==> src/rtl/usb_tx_packet_sequencer.sv <==
// Sequences one USB TX packet (SYNC, PID, payload, CRC16, EOP) from the TX FIFO to the serializer.
// Optional feature: define USB_TX_CRC16_EN for a real CRC16; otherwise both CRC bytes are sent as 8'h00.
`timescale 1ns/1ps
module usb_tx_packet_sequencer #(
  parameter int          MAX_PAYLOAD = 64,
  parameter logic [7:0]  SYNC_BYTE   = 8'h80
) (
  input  logic        clk,
  input  logic        n_rst,
  input  logic        tx_start,
  input  logic [3:0]  tx_pid,
  input  logic [6:0]  buffer_occupancy,
  input  logic [7:0]  tx_packet_data,
  input  logic        tx_byte_ready,
  output logic        get_tx_packet_data,
  output logic [7:0]  tx_byte,
  output logic        tx_byte_valid,
  output logic        tx_eop,
  output logic        tx_busy,
  output logic        tx_done,
  output logic [9:0]  packet_counter_TX
);

  localparam logic [6:0] MAX_LEN = 7'(MAX_PAYLOAD);

  typedef enum logic [3:0] {
    S_IDLE, S_SYNC, S_PID, S_FETCH, S_DATA, S_CRC_LO, S_CRC_HI, S_EOP, S_DONE
  } state_t;

  state_t      state_reg, state_next;
  logic [3:0]  pid_reg, pid_next;
  logic [6:0]  rem_reg, rem_next;
  logic [7:0]  hold_reg, hold_next;
  logic        first_reg, first_next;
  logic [9:0]  count_reg, count_next;
  logic [6:0]  len_clamped;
  logic [7:0]  data_byte;
  logic [15:0] crc_tx;

  assign len_clamped = (buffer_occupancy > MAX_LEN) ? MAX_LEN : buffer_occupancy;
  // FIFO data arrives on the first DATA cycle; later cycles replay the held copy.
  assign data_byte   = first_reg ? tx_packet_data : hold_reg;

`ifdef USB_TX_CRC16_EN
  logic [15:0] crc_reg;
  logic [15:0] crc_upd;

  genvar gi;
  generate
    for (gi = 0; gi < 8; gi++) begin : g_crc
      logic [15:0] c_in;
      logic [15:0] c_out;
      if (gi == 0) begin : g_first
        assign c_in = crc_reg ^ {8'h00, data_byte};
      end else begin : g_next
        assign c_in = g_crc[gi-1].c_out;
      end
      assign c_out = c_in[0] ? ((c_in >> 1) ^ 16'hA001) : (c_in >> 1);
    end
  endgenerate
  assign crc_upd = g_crc[7].c_out;

  always_ff @(posedge clk or negedge n_rst) begin
    if (!n_rst) begin
      crc_reg <= 16'h0000;
    end else if (state_reg == S_IDLE && tx_start) begin
      crc_reg <= 16'hFFFF;
    end else if (state_reg == S_DATA && tx_byte_ready) begin
      crc_reg <= crc_upd;
    end
  end
  assign crc_tx = ~crc_reg;
`else
  assign crc_tx = 16'h0000;
`endif

  always_ff @(posedge clk or negedge n_rst) begin
    if (!n_rst) begin
      state_reg <= S_IDLE;
      pid_reg   <= 4'h0;
      rem_reg   <= 7'd0;
      hold_reg  <= 8'h00;
      first_reg <= 1'b0;
      count_reg <= 10'd0;
    end else begin
      state_reg <= state_next;
      pid_reg   <= pid_next;
      rem_reg   <= rem_next;
      hold_reg  <= hold_next;
      first_reg <= first_next;
      count_reg <= count_next;
    end
  end

  always_comb begin
    state_next         = state_reg;
    pid_next           = pid_reg;
    rem_next           = rem_reg;
    hold_next          = hold_reg;
    first_next         = 1'b0;
    count_next         = count_reg;
    get_tx_packet_data = 1'b0;
    tx_byte            = 8'h00;
    tx_byte_valid      = 1'b0;
    tx_eop             = 1'b0;
    tx_done            = 1'b0;
    case (state_reg)
      S_IDLE: begin
        if (tx_start) begin
          pid_next   = tx_pid;
          rem_next   = len_clamped;
          count_next = 10'd0;
          state_next = S_SYNC;
        end
      end
      S_SYNC: begin
        tx_byte       = SYNC_BYTE;
        tx_byte_valid = 1'b1;
        if (tx_byte_ready) state_next = S_PID;
      end
      S_PID: begin
        tx_byte       = {~pid_reg, pid_reg};
        tx_byte_valid = 1'b1;
        if (tx_byte_ready) begin
          if (pid_reg[1:0] == 2'b11) state_next = (rem_reg != 7'd0) ? S_FETCH : S_CRC_LO;
          else                       state_next = S_EOP;
        end
      end
      S_FETCH: begin
        get_tx_packet_data = 1'b1;
        first_next         = 1'b1;
        state_next         = S_DATA;
      end
      S_DATA: begin
        tx_byte       = data_byte;
        tx_byte_valid = 1'b1;
        if (first_reg) hold_next = tx_packet_data;
        if (tx_byte_ready) begin
          rem_next   = rem_reg - 7'd1;
          state_next = (rem_reg == 7'd1) ? S_CRC_LO : S_FETCH;
        end
      end
      S_CRC_LO: begin
        tx_byte       = crc_tx[7:0];
        tx_byte_valid = 1'b1;
        if (tx_byte_ready) state_next = S_CRC_HI;
      end
      S_CRC_HI: begin
        tx_byte       = crc_tx[15:8];
        tx_byte_valid = 1'b1;
        if (tx_byte_ready) state_next = S_EOP;
      end
      S_EOP: begin
        tx_eop     = 1'b1;
        state_next = S_DONE;
      end
      S_DONE: begin
        tx_done    = 1'b1;
        state_next = S_IDLE;
      end
      default: state_next = S_IDLE;
    endcase
    if (tx_byte_valid && tx_byte_ready && count_reg != 10'h3FF) count_next = count_reg + 10'd1;
  end

  assign tx_busy           = (state_reg != S_IDLE);
  assign packet_counter_TX = count_reg;

endmodule
==> config.mk <==
export PLATFORM = sky130hd
export DESIGN_NAME = usb_tx_packet_sequencer
export DESIGN_NICKNAME = d
export VERILOG_FILES = /design/src/rtl/usb_tx_packet_sequencer.sv
export SDC_FILE = /design/constraint.sdc
export NUM_CORES = 1
export LEC_CHECK = 0
export ABC_AREA = 1
export CORE_AREA = 2 2 91 102
export DETAILED_ROUTE_END_ITERATION = 6
export DIE_AREA = 0 0 93 104
export PLACE_DENSITY = 0.5
export SYNTH_ARGS = -nofsm -noshare
export SYNTH_HDL_FRONTEND = slang
export SYNTH_SLANG_ARGS = --single-unit
export TNS_END_PERCENT = 100
==> constraint.sdc <==
create_clock -name clk -period 1.9 [get_ports clk]
set_input_delay 0.38 -clock clk [delete_from_list [all_inputs] [get_ports clk]]
set_output_delay 0.38 -clock clk [all_outputs]
set_load 0.05 [all_outputs]
Yosys cells after proc, flatten, opt, wreduce, memory -nomap -nowiden
Cells that the tools add are included.
{"block": "totals", "word_cells": 63, "out_inout_bits": 23, "input_bits": 23, "ff_bits": 34}
{"block": "op_classes", "bitwise_logic": 1, "n_lt_le_gt_ge": 1, "mux": 23, "add_sub_neg": 2, "eq_ne": 17, "n_reduce_logical": 13}
{"operator": "case mux 4 bit (8 select lines)", "count": 1}
{"operator": "two-way mux 10 bit", "count": 3}
{"operator": "two-way mux 4 bit", "count": 6}
{"operator": "case mux 8 bit (3 select lines)", "count": 1}
{"operator": "two-way mux 7 bit", "count": 3}
{"operator": "== test 4 x 3 -> 1 bit (second input constant)", "count": 4}
{"operator": "case mux 7 bit (2 select lines)", "count": 1}
{"operator": "!= test 2 bit (second input constant)", "count": 6}
{"operator": "adder 10 x 1 -> 10 bit (second input constant)", "count": 1}
{"operator": "!= test 10 bit (second input constant)", "count": 1}
{"operator": "two-way mux 3 bit", "count": 3}
{"operator": "== test 4 x 2 -> 1 bit (second input constant)", "count": 2}
{"operator": "two-way mux 8 bit", "count": 1}
{"operator": "== test 7 x 1 -> 1 bit (second input constant)", "count": 1}
{"operator": "> comparator 7 bit (second input constant)", "count": 1}
{"operator": "nonzero test 7 bit", "count": 1}
{"operator": "subtractor 7 x 1 -> 7 bit (second input constant)", "count": 1}
{"operator": "AND reduction 6 bit", "count": 1}
{"operator": "nonzero test 2 bit", "count": 3}
{"operator": "OR reduction 5 bit", "count": 1}
{"operator": "== test 4 x 1 -> 1 bit (second input constant)", "count": 1}
{"operator": "== test 4 bit (second input constant)", "count": 1}
{"operator": "logical NOT 4 bit", "count": 1}
{"operator": "two-way mux 1 bit", "count": 4}
{"operator": "other kinds (6)", "count": 8}

Longest topological paths before layout
{"block": "logic_depth", "word_depth": 7, "depth_mapped": 10, "mapped_depth_nobuf": 10}

Least setup slack after synthesis
OpenSTA, ideal clock, no wires.
{"block": "synth_path", "kind": "register -> output", "startpoint": "register state_reg[2]", "endpoint": "output tx_byte[4]", "stages_incl_launch_ff": 4, "required_ps": 1520, "t_arrival_ps": 1839, "path_buffers": 0, "setup_slack_ps": -319, "path_cell_list": "dfrtp_1 nor2_2 nand3_2 o21ai_0"}
{"block": "synth_between", "elab_chain_len": 2, "word_cells_on_any_way": 4, "cone_classes": "eq/ne (3); mux (1)"}
{"element": "start, declared", "line": "30", "rtl": "state_t state_reg, state_next;"}
{"element": "start signal, assigned", "line": "86", "rtl": "state_reg <= state_next;"}
{"element": "== test 4 x 3 -> 1 bit (tied with other cells)", "line": "107", "rtl": "case (state_reg)"}
{"element": "case mux 8 bit (3 select lines) *", "line": "107"}
{"element": "end, declared", "line": "16", "rtl": "output logic [7:0] tx_byte,"}
Mark *: on every way between the ends. The rest lies on a longest branch, timed or not.

Final worst setup path
{"block": "layout_path", "startpoint": "register state_reg[3]", "endpoint": "output tx_byte[7]"}
Same word-level chain as after synthesis.

==> results.cfg <==
[run_status]
status = finished with violations
violations = negative setup slack

[yosys]
synth.top_cell.area_share = 0.405
postSynthNetCount = 327
synth.distinct_cells = 31
synth.most_common_cell = nand2_1
ys_seq_elements = 34
synth-edff-count = 0
synth_compound_area_frac = 0.0966
synth_xor_area_frac = 0.00835
synth_top_family_by_area = simple AND/OR/NAND/NOR gates
synth_warnings = 0
synth-main-ff-cell = dfrtp_1
synth_area_per_cell_um2 = 6.97
synth_common_cells = nand2_1, inv_1, dfrtp_1, nand3_1, o21ai_0
async_flop_share = 1.00
ys_seq_area_frac = 0.405
synth-adder-area-share = 0.0179
synth_simple_gate_area_share = 0.385
synthCells = 301
synthMuxAreaShare = 0
yosysTopAreaCell = dfrtp_1
synth_area_mm2 = 0.00210
synth_area_leaders = dfrtp_1, nand2_1, nand3_1, inv_1, o21ai_0

[hold_path]
hold_path.class = flip-flop to flip-flop
hold_path_depth = 2

[setup_path]
crit_start = state_reg[3]
path_buf_inv = 2
start_kind = flip-flop
max_stage_delay_ns = 0.40
cp_slowest_cell = dfrtp_1
rr_worst_depth = 8
r2r-end = rem_reg[6]
crit_family = flip-flops
r2r-start = state_reg[0]
worstSetupPathType = flip-flop to output port
critPathCapture = tx_byte[7]
reg2reg_setup_slack_ns = 0.17
path_cells = buf_6, nor2_4, nand3_4, o211ai_1, clkbuf_16
cp.arrival_ns = 1.61
endpoint_kind = output port
cp_max_fo = 6
worstSetupPathDepth = 5
worstPathRequired_ns = 1.52

[pwr]
p_leak_nw = 1.56
ir_worst_vdd_mv = 0.533
clock_power_share = 0.111
power_frac_seq = 0.237
internal_power_mw = 2.69
p_sw_frac = 0.478
power.share.combinational = 0.652
powerDensity_mw_per_mm2 = 1630
p_total_mw = 5.14
p_sw_mw = 2.46

[timing]
setup_viol = 2
relSlewSlack = 0.694
min_period_ns = 1.99
fmax_ghz = 0.503
setup_tns_ns = -0.149
slew_viol_final = 0
final.setup.worst_slack_ns = -0.0886
fin_hold_ws_ns = 0.476
hold_viol_final = 0
rsz0062_at_grt = yes
skew_ns = 0.00288
fin_crit_sh = 1.05
worst_pin_slew_ns = 0.458

[clocking]
h-tree-depth = 2
clkLatencyLatePin_ns = 0.29
cts_root_buf = clkbuf_8
cts_tree = yes
clock_sinks = 34
clkSlewWorstSetupHoldPaths_ns = 0.07
numCtsBuffers = 5
clk_path_buf_depth = 2

[routing]
num_vias = 2165
m1WireLength_um = 2640
avgRoutedWirePerCell_um = 11.9
dr.pass1.iters = 4
avgViaCountPerCell = 4.43
wl_um = 5830
drtAntennaViolNets = 0
maxUsedRoutingLayer = met4
wl_met3_um = 320
wl_met2_um = 2760
drt_iter0_drc = 74
post-route-drc-count = 0

[floorplanning]
dieHeight_um = 104
io_pins = 46
row_count = 36
core-area_mm2 = 0.00865
dieArea_mm2 = 0.00967
die_w_um = 93
start_util = 0.243

[placed_design]
place_area_mm2 = 0.00285
dp_slack_ns = 0.113
hpwl_um = 4080
numPortBuffers = 45
place_congestion = 0.839

[cells_and_area]
final_nets = 400
n_antenna_cell = 0
largest_register_ffs = 10
area_growth_pct = 50.9
fin_area_mm2 = 0.00317
drive_gt1_frac = 0.229

[grt]
grt_pass1_vias = 2171
grt_util_all_layers = 0.126
antenna_found_initial = 0
grt.overflow.total = 0
grt_max_degree = 35
grt_pass1_wl_um = 9780

[job]
cap_violations = 0
==> worst register-to-register path: stages (launching register included) <==
cell and delay, ns:
dfrtp_1 0.39, buf_4 0.14, buf_4 0.15, nor2_2 0.16, nand2_2 0.15, o21ai_4 0.33, o21ai_0 0.17, nand2_1 0.09
nand2_1 0.04
==> cells by family (layout without fill, tap and decap cells) <==
logic type | count (synthesis) | after routing
compound gates | 36 | 36
xor+xnor | 2 | 2
fa+ha+maj | 3 | 3
buf+inv | 44 | 118
flops | 34 | 34
simple gates | 182 | 182
==> repair_timing <==
item	4_1_cts	5_1_grt
pin swaps	2	5
hold buffers	0	0
cloned	1	0
setup endpoints to repair	9	12
gates resized for setup	14	16
setup buffers	9	5
==> worst min-delay path by stage <==
stage               start    endpoint  slack [ns]
4_1_cts        rem_reg[5]  rem_reg[5]        0.48
6_report       rem_reg[5]  rem_reg[5]        0.48
3_5_place_dp   rem_reg[5]  rem_reg[5]        0.46
5_1_grt        rem_reg[6]  rem_reg[6]        0.51
2_1_floorplan       n_rst   first_reg        0.08
3_3_place_gp   rem_reg[6]  rem_reg[6]        0.46
==> power groups by stage <==
stage               Clock, mW  Combinational, mW  Sequential (mW)
global placement            0               2.90             1.22
finish                  0.569               3.36             1.22
global route            0.622               3.65             1.26
detailed placement          0               2.91             1.22
floorplan                   0               1.70             1.32
CTS                     0.599               3.24             1.21
==> routing by layer <==
metal | up-vias | global-route usage
met5 | - | 0
met4 | 0 | 0.0473
met3 | 10 | 0.0326
met2 | 57 | 0.205
met1 | 991 | 0.160
li1 | 1107 | -
==> layout by cell type, fill, tap and decap left out, types with 6 or more instances in the layout <==
cell,n
nand2_1,103
buf_4,33
inv_1,32
dfrtp_1,32
nand3_1,31
o21ai_0,23
clkdlybuf4s50_1,22
nor2_1,18
buf_12,12
nand2_2,7
inv_2,6
o21ai_1,6
clkbuf_8,6
==> per-stage QoR <==
stage          cells   util
4_1_cts          484  0.357
2_1_floorplan    301      -
6_report         489  0.366
3_3_place_gp     466  0.330
3_5_place_dp     466  0.330
5_1_grt          489  0.366
==> layout make-up <==
cell class                 count  area, um2
fill                         935       5480
clock inverter                 1       5.00
timing repair buffer          71        788
sequential                    34        853
clock buffer                   7       86.3
multi-input combinational    223       1140
tap                          114        143
inverter                      39        149
Note: power is estimated with default switching activity, not from simulation.
